### src/rtl/register_bank_pkg.sv
// Shared constants, state encoding and sizing helpers for the register bank loader/streamer pair.
// REGISTER_BANK_STREAMER_HEADER_EN adds the HEADER state used by the optional header beat.
package register_bank_pkg;

    localparam int BANK_REG_SIZE = 32;
    localparam logic [15:0] HEADER_MAGIC = 16'hA55A;

`ifdef REGISTER_BANK_STREAMER_HEADER_EN
    typedef enum logic [1:0] {
        IDLE   = 2'd0,
        HEADER = 2'd1,
        SEND   = 2'd2
    } state_t;
`else
    typedef enum logic {
        IDLE = 1'b0,
        SEND = 1'b1
    } state_t;
`endif

    function automatic bit stream_width_ok(input int stream_width);
        case (stream_width)
            32, 64, 128, 256: return 1'b1;
            default:          return 1'b0;
        endcase
    endfunction

    // Beats needed to carry bank_size registers, rounding a partial last beat up.
    function automatic int beats_per_bank(input int bank_size, input int stream_width);
        int regs_per_beat;
        regs_per_beat = stream_width / BANK_REG_SIZE;
        return (bank_size + regs_per_beat - 1) / regs_per_beat;
    endfunction

endpackage

### src/rtl/register_bank_streamer_if.sv
// AXI-Stream bundle carrying the serialised register bank.
interface register_bank_streamer_if #(
    parameter int DATA_W = 32
);
    logic              tvalid;
    logic              tready;
    logic              tlast;
    logic [DATA_W-1:0] tdata;

    modport master (output tvalid, output tlast, output tdata, input tready);
    modport slave  (input tvalid, input tlast, input tdata, output tready);
endinterface

### src/rtl/register_bank_streamer.sv
// Snapshots a flat register bank on start and streams it out as AXI-Stream beats.
// Define REGISTER_BANK_STREAMER_HEADER_EN to prepend a {A55A, BANK_SIZE} header beat.
module register_bank_streamer
    import register_bank_pkg::*;
#(
    parameter int BANK_SIZE        = 8,
    parameter int CMD_STREAM_WIDTH = 32
) (
    input  logic                                aclk,
    input  logic                                resetn,
    input  logic                                start,
    output logic                                busy,
    output logic                                done,
    input  logic [BANK_SIZE*BANK_REG_SIZE-1:0]  registers,
    register_bank_streamer_if.master            m_axis
);

    localparam int NUM_BEATS = beats_per_bank(BANK_SIZE, CMD_STREAM_WIDTH);
    localparam int IDX_W     = ($clog2(NUM_BEATS + 1) > 1) ? $clog2(NUM_BEATS + 1) : 1;
    localparam int BANK_W    = BANK_SIZE * BANK_REG_SIZE;
    localparam int PAD_W     = NUM_BEATS * CMD_STREAM_WIDTH;
    localparam int SEL_W     = $clog2(PAD_W);
    localparam logic [IDX_W-1:0] LAST_IDX = IDX_W'(NUM_BEATS - 1);

    state_t                        r_state;
    state_t                        w_state_nxt;
    logic [IDX_W-1:0]              r_idx;
    logic [IDX_W-1:0]              w_idx_nxt;
    logic [BANK_W-1:0]             r_shadow;
    logic [BANK_W-1:0]             w_shadow_nxt;
    logic [PAD_W-1:0]              w_padded;
    logic [SEL_W-1:0]              w_sel;
    logic [CMD_STREAM_WIDTH-1:0]   w_tdata_nxt;
    logic [CMD_STREAM_WIDTH-1:0]   r_tdata;
    logic                          w_tlast_nxt;
    logic                          r_tlast;
    logic                          r_tvalid;
    logic                          r_busy;
    logic                          w_done_nxt;
    logic                          r_done;
    logic                          w_hs;

    assign w_hs = r_tvalid && m_axis.tready;

    // Next-state, beat index and snapshot capture.
    always_comb begin
        w_state_nxt  = r_state;
        w_idx_nxt    = r_idx;
        w_shadow_nxt = r_shadow;
        w_done_nxt   = 1'b0;
        case (r_state)
            IDLE: begin
                if (start) begin
                    w_shadow_nxt = registers;
                    w_idx_nxt    = '0;
`ifdef REGISTER_BANK_STREAMER_HEADER_EN
                    w_state_nxt  = HEADER;
`else
                    w_state_nxt  = SEND;
`endif
                end else begin
                    w_state_nxt = IDLE;
                end
            end
`ifdef REGISTER_BANK_STREAMER_HEADER_EN
            HEADER: begin
                if (w_hs) begin
                    w_state_nxt = SEND;
                end else begin
                    w_state_nxt = HEADER;
                end
            end
`endif
            SEND: begin
                if (w_hs) begin
                    if (r_idx == LAST_IDX) begin
                        w_state_nxt = IDLE;
                        w_done_nxt  = 1'b1;
                    end else begin
                        w_idx_nxt = r_idx + IDX_W'(1);
                    end
                end else begin
                    w_state_nxt = SEND;
                end
            end
            default: begin
                w_state_nxt = IDLE;
            end
        endcase
    end

    // Beat payload for the next cycle; slots past BANK_SIZE read as zero padding.
    always_comb begin
        w_padded              = '0;
        w_padded[BANK_W-1:0]  = w_shadow_nxt;
        w_sel                 = SEL_W'(w_idx_nxt) * SEL_W'(CMD_STREAM_WIDTH);
        w_tdata_nxt           = '0;
        w_tlast_nxt           = 1'b0;
        if (w_state_nxt == SEND) begin
            w_tdata_nxt = w_padded[w_sel +: CMD_STREAM_WIDTH];
            w_tlast_nxt = (w_idx_nxt == LAST_IDX);
        end
`ifdef REGISTER_BANK_STREAMER_HEADER_EN
        else if (w_state_nxt == HEADER) begin
            w_tdata_nxt[15:0]  = 16'(BANK_SIZE);
            w_tdata_nxt[31:16] = HEADER_MAGIC;
            w_tlast_nxt        = 1'b0;
        end
`endif
        else begin
            w_tdata_nxt = '0;
            w_tlast_nxt = 1'b0;
        end
    end

    // State, index and shadow bank registers.
    always_ff @(posedge aclk or negedge resetn) begin
        if (!resetn) begin
            r_state  <= IDLE;
            r_idx    <= '0;
            r_shadow <= '0;
        end else begin
            r_state  <= w_state_nxt;
            r_idx    <= w_idx_nxt;
            r_shadow <= w_shadow_nxt;
        end
    end

    // Registered stream and status outputs.
    always_ff @(posedge aclk or negedge resetn) begin
        if (!resetn) begin
            r_tvalid <= 1'b0;
            r_busy   <= 1'b0;
            r_done   <= 1'b0;
            r_tlast  <= 1'b0;
            r_tdata  <= '0;
        end else begin
            r_tvalid <= (w_state_nxt != IDLE);
            r_busy   <= (w_state_nxt != IDLE);
            r_done   <= w_done_nxt;
            r_tlast  <= w_tlast_nxt;
            r_tdata  <= w_tdata_nxt;
        end
    end

    assign m_axis.tvalid = r_tvalid;
    assign m_axis.tlast  = r_tlast;
    assign m_axis.tdata  = r_tdata;
    assign busy          = r_busy;
    assign done          = r_done;

endmodule

### src/flat_wrapper.sv
// flat-port wrapper written by rule: the top's interface ports become plain ports
module register_bank_streamer_flat import register_bank_pkg::*;
#(
    parameter int BANK_SIZE        = 8,
    parameter int CMD_STREAM_WIDTH = 32
)
  (aclk, resetn, start, busy, done, registers, m_axis_tvalid, m_axis_tlast, m_axis_tdata, m_axis_tready);
  register_bank_streamer_if #(.DATA_W(32)) m_axis_i ();
  input  logic aclk;
  input  logic resetn;
  input  logic start;
  output logic busy;
  output logic done;
  input  logic [BANK_SIZE*BANK_REG_SIZE-1:0] registers;
  output wire logic [$bits(m_axis_i.tvalid)-1:0] m_axis_tvalid;
  output wire logic [$bits(m_axis_i.tlast)-1:0] m_axis_tlast;
  output wire logic [$bits(m_axis_i.tdata)-1:0] m_axis_tdata;
  input wire logic [$bits(m_axis_i.tready)-1:0] m_axis_tready;
  assign m_axis_tvalid = m_axis_i.tvalid;
  assign m_axis_tlast = m_axis_i.tlast;
  assign m_axis_tdata = m_axis_i.tdata;
  assign m_axis_i.tready = m_axis_tready;
  register_bank_streamer #(.BANK_SIZE(BANK_SIZE), .CMD_STREAM_WIDTH(CMD_STREAM_WIDTH)) u_core (.aclk(aclk), .resetn(resetn), .start(start), .busy(busy), .done(done), .registers(registers), .m_axis(m_axis_i));
endmodule
### config.mk
export PLATFORM = sky130hd
export DESIGN_NAME = register_bank_streamer_flat
export DESIGN_NICKNAME = d
export VERILOG_FILES = /design/src/rtl/register_bank_pkg.sv /design/src/rtl/register_bank_streamer_if.sv /design/src/rtl/register_bank_streamer.sv /design/src/flat_wrapper.sv
export SDC_FILE = /design/constraint.sdc
export NUM_CORES = 1
export LEC_CHECK = 0
export CAP_MARGIN = 30
export CORE_MARGIN = 3
export CORE_UTILIZATION = 45
export DETAILED_ROUTE_END_ITERATION = 12
export PLACE_DENSITY = 0.8
export SYNTH_ARGS = -nofsm -noshare
export SYNTH_HDL_FRONTEND = slang
export SYNTH_SLANG_ARGS = --single-unit
export TNS_END_PERCENT = 100
### constraint.sdc
create_clock -name aclk -period 2.7 [get_ports aclk]
set_input_delay 0.27 -clock aclk [delete_from_list [all_inputs] [get_ports aclk]]
set_output_delay 0.27 -clock aclk [all_outputs]
set_load 0.1 [all_outputs]
==> results.json <==
{
  "synthTopCellsByCount": "800 x nand2_1, 295 x dfrtp_1, 88 x nor2_1",
  "maxClockFrequency_ghz": 0.3807,
  "clockBufferDepth": 3,
  "initial_utilization": 0.4572,
  "row_count": 65,
  "place.gp.congestion": 0.9494,
  "hold_viol": 0,
  "r2r_start": "u_core.r_idx[1]",
  "antenna_found_initial": 1,
  "grtUsageMet1": 0.3681,
  "dr_total_vias": 13900,
  "use_met2": 0.4487,
  "drv_slew": 0,
  "area_delta_synth_final_pct": 31.77,
  "ys_async_sr_fraction": 1.000,
  "synth_top_cell_area_share": 0.5103,
  "ys_warn_count": 0,
  "cts-root-buf": "clkbuf_16",
  "cts_max_level": 1,
  "crit_buf_inv": 3,
  "crit_path_top_delay_cell": "nor4_1",
  "synth.avg_cell_area_um2": 8.271,
  "combPwrFrac": 0.512,
  "busiest_layer": "met2",
  "finalSetupViolCount": 0,
  "period_needed_ns": 2.627,
  "setup_ws_ns": 0.07332,
  "synth_largest_area_cell": "dfrtp_1",
  "overflow": 0,
  "ys.flop_type": "dfrtp_1",
  "netlist_area_um2": 14470,
  "clk_pin_slew_ns": 0.06,
  "crit_path_start": "u_core.r_idx[1]",
  "synth-seq-cells": 295,
  "cp_slowest_stage_delay_ns": 0.59,
  "grt_setup_unrepaired": "no",
  "netlist_instances": 1749,
  "grt_max_degree": 94,
  "critPathKind": "flip-flop to flip-flop",
  "max-vdd-ir-drop_mv": 0.8670,
  "synth_edf_count": 0,
  "cpMostUsedCell": "buf_4",
  "netlist_top_cells_area": "dfrtp_1 51%, nand2_1 21%, mux2_2 2.3%",
  "clock_sinks": 295,
  "grt_pass1_vias": 13620,
  "critPathLaunchType": "flip-flop",
  "io_buffer_count": 295,
  "crit_chain": "ha_1, nand3b_1, buf_4, nand2_2, buf_12, nor2_1, nor4_1, buf_4, o32ai_1, nor3_1",
  "finClkSkew_ns": 0.02205,
  "utilization": 0.6025,
  "dieArea_um2": 34330,
  "required_ns": 3.16,
  "wl_per_cell_um": 20.11,
  "critical_path.max_fanout": 60,
  "min_from": "registers[40]",
  "drt_pass1_iterations": 5,
  "wirelength_um": 49100,
  "slew_headroom": 0.4816,
  "die_h_um": 185.3,
  "drt-initial-drc-count": 1524,
  "cap_viol_max_count": 0,
  "clkPwrFrac": 0.170,
  "grt_usage": 0.2779,
  "synth_most_common_cell": "nand2_1",
  "finalPower_mw": 24.73,
  "worstMarginPinSlew_ns": 0.7706,
  "p_int_mw": 13.58,
  "hpwl_um": 34410,
  "cts_tree": "built",
  "synth_fp_nets": 2010,
  "final.period_utilization": 0.9728,
  "seq_power_share": 0.318,
  "p_per_area_nw_per_um2": 1297,
  "p_sw_frac": 0.4510,
  "layout-drive-gt1-share": 0.1026,
  "io_pins": 296,
  "grt_use_met3": 0.05695,
  "yosysUniqueCellTypes": 58,
  "ys_seq_area_frac": 0.5103,
  "vias_per_cell": 5.693,
  "numCtsBuffers": 31,
  "p_leak_nw": 9.124,
  "drc_errors": 0,
  "path_delay_family": "simple AND/OR/NAND/NOR gates",
  "finalNetCount": 2277,
  "die_x_um": 185.3,
  "worstPathArrival_ns": 3.08,
  "drtAntennaViolNets": 0,
  "grt_pass1_wl_um": 75130,
  "dp_slack_ns": -0.09182,
  "status": "completed",
  "end_kind": "flip-flop",
  "clkLatencyLatePin_ns": 0.56,
  "coreArea_um2": 31640,
  "hold_path_class": "primary input to flip-flop",
  "p_switching_mw": 11.15
}
[layout by cell type (no fill, tap or decap), types with 27 or more instances in the layout]
cell,n
nor2_1,88
nand2_1,799
a311oi_1,27
clkdlybuf4s50_1,258
dfrtp_1,294
clkbuf_16,31
mux2_2,30
buf_4,92
a211oi_1,31
a31oi_1,32
a21oi_1,39
nor3_1,30
[power groups by stage]
| stage | Sequential [mW] | Combinational, mW | Clock [mW] |
|---|---|---|---|
| 6_report | 7.86 | 12.7 | 4.21 |
| 5_1_grt | 8.04 | 13.6 | 4.43 |
| 4_1_cts | 7.81 | 12.5 | 4.25 |
| 2_1_floorplan | 9.16 | 6.85 | 0 |
| 3_3_place_gp | 7.80 | 12.1 | 0 |
| 3_5_place_dp | 7.85 | 12.4 | 0 |
[metal layers]
layer,vias up,share of wire
met5,-,0
met4,0,0.044
met3,111,0.088
met2,737,0.47
met1,6664,0.40
li1,6385,-
[flip-flops by register name, indices dropped and copies added (netlist names)]
register and flops:
u_core.done 1, u_core.r_idx 4, u_core.m_axis.tdata 32, u_core.r_shadow 256
u_core.r_state 1, u_core.m_axis.tlast 1
[per-stage QoR]
| step | area (um2) | instances | setup TNS [ns] | hold slack (ns) |
|---|---|---|---|---|
| floorplan | 14470 | 1749 | 0 | -0.02559 |
| global placement | 18040 | 2384 | -0.08464 | 0.3502 |
| detailed placement | 18040 | 2384 | -0.3692 | 0.3597 |
| CTS | 19050 | 2440 | 0 | 0.2296 |
| global route | 19060 | 2440 | 0 | 0.2420 |
| finish | 19060 | 2441 | 0 | 0.2374 |
[final cells by class]
class                           count  area, um2
Clock inverter                      9      101.3
Timing Repair Buffer              372       3685
Sequential cell                   295       7383
Clock buffer                       46      892.1
Antenna cell                        1      2.502
Tap cell                          402      503.0
Multi-Input combinational cell   1310       6471
Fill cell                        2656      12580
Inverter                            6      22.52
[worst reg2reg max path: stages, from the launching register on]
cell and delay [ns]:
dfrtp_1 0.37, ha_1 0.24, nand3b_1 0.16, buf_4 0.23
nand2_2 0.10, buf_12 0.30, nor2_1 0.09, nor4_1 0.59
buf_4 0.23, o32ai_1 0.08, nor3_1 0.16
[final timing paths]
path / endpoint / slack (ns) / cells after the start
max in group asynchronous: u_core.m_axis.tdata[27] / 1.51 / 3
worst min-delay path: u_core.r_shadow[40] / 0.24 / 3
worst max-delay path: u_core.m_axis.tdata[20] / 0.07 / 10
worst min register to register: u_core.r_shadow[66] / 0.47 / 2
min in group asynchronous: u_core.r_shadow[227] / 0.34 / 2
worst max register to register: u_core.m_axis.tdata[20] / 0.07 / 10
[logic make-up (layout without fill, tap and decap cells)]
logic type	after synthesis	count (layout)	share of synthesized area
AOI/OAI and AO/OA	244	244	0.1208
DFF	295	295	0.5103
buffers and inverters	144	433	0.04515
muxes	48	48	0.03581
and+or+nand+nor	1016	1016	0.2865
other	0	1	0
xor gates and xnor gates	1	1	0.0006056
adders and majority gates	1	1	0.0008648
[what timing repair did]
item	in CTS	in global routing
hold buffers	1	0
resized for setup	0	3
buffers inserted	0	0
setup endpoints to repair	0	5
endpoints found under the hold margin	88	0
Power figures use the tool's default switching activity.
==> RTL change 1 (config.mk and constraints unchanged) <==
`r_tdata` no longer has a reset.
--- a/src/rtl/register_bank_streamer.sv
+++ b/src/rtl/register_bank_streamer.sv
@@ -135,3 +135,2 @@
             r_tlast  <= 1'b0;
-            r_tdata  <= '0;
         end else begin
@@ -141,4 +140,7 @@
             r_tlast  <= w_tlast_nxt;
-            r_tdata  <= w_tdata_nxt;
         end
+    end
+
+    always_ff @(posedge aclk) begin
+        r_tdata <= w_tdata_nxt;
     end
Check against the original RTL: not equivalent (a bounded check fails within 4 cycles, from zero or initial values and one cycle with resetn low).
==> RTL change 1 against the unedited design <==
Setup slack improved by 0.045 ns. Critical endpoint is now u_core.m_axis.tdata[12]. Power is 3.4% higher. Sequential cell count unchanged. Fmax rose by 1.7%. Critical path depth stayed put. Clock power is 11% higher. Area after synthesis rose by 4.3%. Final area rose by 3.3%. Largest cell class unchanged. Wire length grew 4.8%.
==> RTL change 1: results (changes against the unedited design) <==
proportion of synthesized area in mux cells -> 0.0746% (was 3.58%)
outcome -> complete, no violations (unchanged)
Synth Area in Compound Gates -> 17.6% (was 12.1%)
layout cell share with drive strength beyond 1 -> 7.31% (was 10.3%)
Synth Net Count -> 2210 (was 2010)
final worst-path cycle share -> 95.6% (was 97.3%)
root buffer cell -> clkbuf_16 (unchanged)
Commonest cells post-synth -> nand2_1 (773), dfrtp_1 (263), clkbuf_1 (104), nor2_1 (99), nand3_1 (97) (was nand2_1 (800), dfrtp_1 (295), nor2_1 (88), clkbuf_1 (61), buf_2 (48))
Post-layout nets -> 2424 (was 2277)
Worst Tran Pin Value -> 0.681 ns (was 0.771 ns)
wire per inst -> 19.5 microns (was 20.1 microns)
DRT Pass-1 Iters -> 6 (was 5)
worst skew pair latency -> 0.52 ns (was 0.56 ns)
peak supply drop -> 878 uV (was 867 uV)
filler cell count -> 2867 (was 2656)
HPWL after DPL -> 34500 microns (was 34400 microns)
vias per cell -> 5.84 (was 5.69)
XOR/XNOR Fraction of Synth Area -> 0.108% (was 0.0605%)
vias in the first global route -> 14980 (was 13622)
Static Leak -> 0.00900 uW (was 0.00912 uW)
design area -> 19700 sq um (was 19100 sq um)
largest net degree at the start of global routing -> 125 (was 94)
Seq/Total Area, Yosys -> 47.9% (was 51.0%)
post-synthesis adder-cell area fraction -> 0.0829% (was 0.0865%)
initial drt markers -> 1663 (was 1524)
critical path arrival -> 2.96 ns (was 3.08 ns)
worst slack, placed -> 0.0167 ns (was -0.0918 ns)
top cells by area, synth -> dfrtp_1 (44%), nand2_1 (19%), dfxtp_1 (4.2%), nand3_1 (3.2%), a21oi_1 (3.1%) (was dfrtp_1 (51%), nand2_1 (21%), mux2_2 (2.3%), nor2_1 (2.3%), buf_2 (1.7%))
dpl cell area -> 18500 sq um (was 18000 sq um)
global-route wire length before repair -> 80600 microns (was 75100 microns)
Biggest register -> u_core.r_shadow (unchanged)
H-tree depth -> 2 (was 1)
GR Util All Layers -> 27.9% (was 27.8%)
flop2flop setup slack -> 0.12 ns (was 0.07 ns)
Detailed Route WL -> 51400 microns (was 49100 microns)
crit path max fanout -> 81 (was 60)
CP startpoint -> u_core.r_idx[0] (was u_core.r_idx[1])
fraction of registers with async set/reset -> 89.2% (was 100%)
Cells after Synth -> 1949 (was 1749)
CP Capture Point -> u_core.m_axis.tdata[12] (was u_core.m_axis.tdata[20])
max FFs per register -> 256 (unchanged)
initial antenna violation count -> 2 (was 1)
Clock Skews -> 0.0171 ns (was 0.0221 ns)
Placer Congestion -> 0.868 (was 0.949)
synth unique cells -> 47 (was 58)
## RTL change 1: report_power, final
group / internal, uW / switching (uW)
combinational: 4520 / 8370
sequential: 6520 / 1480
clock: 2790 / 1890
## RTL change 1: routing by layer
layer | global-route usage, % | vias to the layer above | routed length [microns]
met5 | 0 | - | 12
met3 | 4.65 | 142 | 3960
li1 | - | 7116 | -
met1 | 35.8 | 7305 | 20200
met4 | 14.8 | 2 | 2930
met2 | 45.2 | 808 | 24400
## RTL change 1: critical path, stage by stage, from the launching register on
cell	delay [ns]
dfrtp_4	0.49
ha_1	0.27
nand3b_1	0.14
buf_4	0.14
nand3_4	0.10
buf_12	0.24
buf_4	0.23
o211ai_1	0.10
a311oi_1	0.07
o31ai_1	0.50
o22ai_1	0.12
## RTL change 1: cell type report
type | count | share of cell area [%]
antenna | 2 | 0.0254
clock buffer | 49 | 4.87
clock inverter | 15 | 0.889
inverter | 34 | 0.648
multi-input combinational | 1445 | 35.8
sequential | 295 | 36.7
tap | 442 | 2.81
timing repair buffer | 352 | 18.3
## RTL change 1: worst min path at each step
stage | from | end | slack, ns | cells past startpoint
final | registers[120] | u_core.r_shadow[120] | 0.28 | 3
after global routing | registers[158] | u_core.r_shadow[158] | 0.27 | 3
after CTS | registers[120] | u_core.r_shadow[120] | 0.26 | 3
after detailed placement | resetn | u_core.r_shadow[59] | 0.31 | 1
after global placement | resetn | u_core.r_shadow[59] | 0.31 | 1
after floorplan | resetn | u_core.done | -0.03 | 0
## RTL change 1: what timing repair did
| action | in CTS | in global routing |
|---|---|---|
| hold buffers | 1 | 0 |
| resized for setup | 0 | 1 |
| setup endpoints to repair | 0 | 11 |
| hold endpoints to repair | 72 | 0 |
| setup buffers | 0 | 2 |
==> RTL change 2 (config.mk and constraints unchanged) <==
Without the edit above. Add a define of `REGISTER_BANK_STREAMER_HEADER_EN`.
--- a/src/rtl/register_bank_pkg.sv
+++ b/src/rtl/register_bank_pkg.sv
@@ -2,2 +2,4 @@
 // REGISTER_BANK_STREAMER_HEADER_EN adds the HEADER state used by the optional header beat.
+`define REGISTER_BANK_STREAMER_HEADER_EN
+
 package register_bank_pkg;
Formal check against the unedited RTL: not equivalent (a bounded check fails within 4 cycles, from zero or initial values and one cycle with resetn low).
==> RTL change 2 against the unedited design <==
Utilization rose by 0.23 points. Setup slack improved by 0.093 ns. Sequential cell count rose by 2. Power fell by 8.0%. Critical path type unchanged. Wire length fell by 8.8%. Count of clock-buffer cells in the layout fell by 4. Combinational power fell by 14%. Final area rose by 1.4%. Largest power group unchanged. Critical path depth fell by 1. Synthesized cell count fell by 6.6%. Area after synthesis rose by 2.1%. Sequential power fell by 3.4%.
==> RTL change 2: results (changes against the unedited design) <==
Clock Skews -> 0.0248 ns (was 0.0221 ns)
Post-layout nets -> 2162 (was 2277)
DRT Pass-1 Iters -> 6 (was 5)
Synth Net Count -> 1894 (was 2010)
initial antenna violation count -> 5 (was 1)
root buffer cell -> clkbuf_16 (unchanged)
Seq/Total Area, Yosys -> 50.3% (was 51.0%)
Biggest register -> u_core.r_shadow (unchanged)
port bufs -> 295 (unchanged)
max FFs per register -> 256 (unchanged)
Static Leak -> 0.00909 uW (was 0.00912 uW)
YS warnings -> 0 (unchanged)
top cells by area, synth -> dfrtp_1 (50%), nand2_1 (17%), mux2i_1 (8.7%), mux2_2 (4.2%), nor2_1 (2.1%) (was dfrtp_1 (51%), nand2_1 (21%), mux2_2 (2.3%), nor2_1 (2.3%), buf_2 (1.7%))
setup bufs post-CTS -> 0 (unchanged)
outcome -> complete, no violations (unchanged)
Commonest cells post-synth -> nand2_1 (678), dfrtp_1 (297), mux2i_1 (129), nor2_1 (82), mux2_2 (55) (was nand2_1 (800), dfrtp_1 (295), nor2_1 (88), clkbuf_1 (61), buf_2 (48))
largest net degree at the start of global routing -> 92 (was 94)
Total Power -> 22800 uW (was 24700 uW)
layout cell share with drive strength beyond 1 -> 11.9% (was 10.3%)
initial drt markers -> 1178 (was 1524)
GR Util All Layers -> 25.1% (was 27.8%)
fraction of registers with async set/reset -> 100% (unchanged)
TritonCTS Buffers -> 31 (unchanged)
crit path max fanout -> 9 (was 60)
global-route wire length before repair -> 71600 microns (was 75100 microns)
Worst-path clk slew -> 0.07 ns
worst skew pair latency -> 0.57 ns
dpl cell area -> 18300 sq um (was 18000 sq um)
Detailed Route WL -> 44800 microns (was 49100 microns)
peak supply drop -> 825 uV (was 867 uV)
Hold Crit Class -> in -> reg (unchanged)
critical path arrival -> 2.95 ns (was 3.08 ns)
vias in the first global route -> 13208 (was 13622)
Max-slew headroom -> 49.6% (was 48.2%)
vias per cell -> 5.44 (was 5.69)
top_reg_cell synth -> dfrtp_1 (unchanged)
chip width -> 187 microns (was 185 microns)
die area -> 35000 sq um (was 34300 sq um)
Placer Congestion -> 0.875 (was 0.949)
H-tree depth -> 1 (unchanged)
Max Root-Sink Buffers -> 3 (unchanged)
HPWL after DPL -> 31600 microns (was 34400 microns)
synth unique cells -> 44 (was 58)
-- RTL change 2: cell types whose count changed after synthesis, moves of 23 or more --
cell and delta:
a31oi_1 -23, mux2i_1 +111, nand2_1 -122, nor4_1 -23
mux2_2 +25, inv_1 +24
-- RTL change 2: layout make-up --
class	count	area (sq um)
antenna	3	7.51
clock buffer	42	847
clock inverter	12	143
fill	2608	12600
inverter	28	105
multi-input combinational	1193	6680
sequential	297	7430
tap	435	544
timing repair buffer	350	3570
-- RTL change 2: worst max-delay path: stages (launching register included) --
cell	delay, ns
dfrtp_1	0.41
ha_1	0.27
and3b_1	0.24
o21ai_2	0.25
a21o_4	0.18
inv_2	0.05
or3_4	0.44
o221ai_1	0.27
buf_4	0.18
o221ai_1	0.10
-- RTL change 2: where the power goes --
group          total, uW  switching, uW  internal [uW]  leakage [uW]
Clock               4230           1770           2470      0.000492
Sequential          7590           1050           6540       0.00368
Combinational      10900           6930           4010       0.00492
-- RTL change 2: kinds of logic after synthesis --
group	count (synthesis)	share of synthesized area [%]
fa+ha+maj	1	0.0847
simple gates	814	21.5
flops	297	50.3
mux	198	14.0
buf+inv	143	4.74
compound gates	180	9.30
-- RTL change 2: per-layer routing --
layer / vias up / track usage, % / part of all wire, %
li1: 5958 / - / -
met2: 591 / 40.2 / 46
met3: 114 / 5.45 / 8.2
met5: - / 0 / 0.029
met1: 6184 / 33.8 / 42
met4: 2 / 8.69 / 3.4
-- RTL change 2: timing repair --
| item | in CTS | in global routing |
|---|---|---|
| endpoints found under the hold margin | 83 | 0 |
| gates resized for setup | 1 | 2 |
| setup endpoints to repair | 32 | 24 |
| hold buffers | 1 | 0 |
| pin swaps | 0 | 0 |
-- RTL change 2: per-stage QoR --
step           std cells  worst slack (ns)  setup TNS, ns
2_1_floorplan       1633             0.118              0
3_3_place_gp        2302            -0.263          -6.50
3_5_place_dp        2302            -0.245          -5.98
4_1_cts             2357            0.0553              0
5_1_grt             2360           0.00368              0
6_report            2360             0.167              0
-- RTL change 2: worst paths after layout --
check / slack, ns / cells after the start / startpoint / to
worst min register to register: 0.47 / 2 / u_core.r_shadow[40] / u_core.r_shadow[40]
worst max-delay path: 0.17 / 9 / u_core.r_idx[0] / u_core.m_axis.tdata[26]
worst min-delay path: 0.24 / 3 / registers[227] / u_core.r_shadow[227]
worst max register to register: 0.17 / 9 / u_core.r_idx[0] / u_core.m_axis.tdata[26]
min in group asynchronous: 0.35 / 2 / resetn / u_core.r_shadow[64]
max in group asynchronous: 1.54 / 3 / resetn / u_core.r_shadow[113]
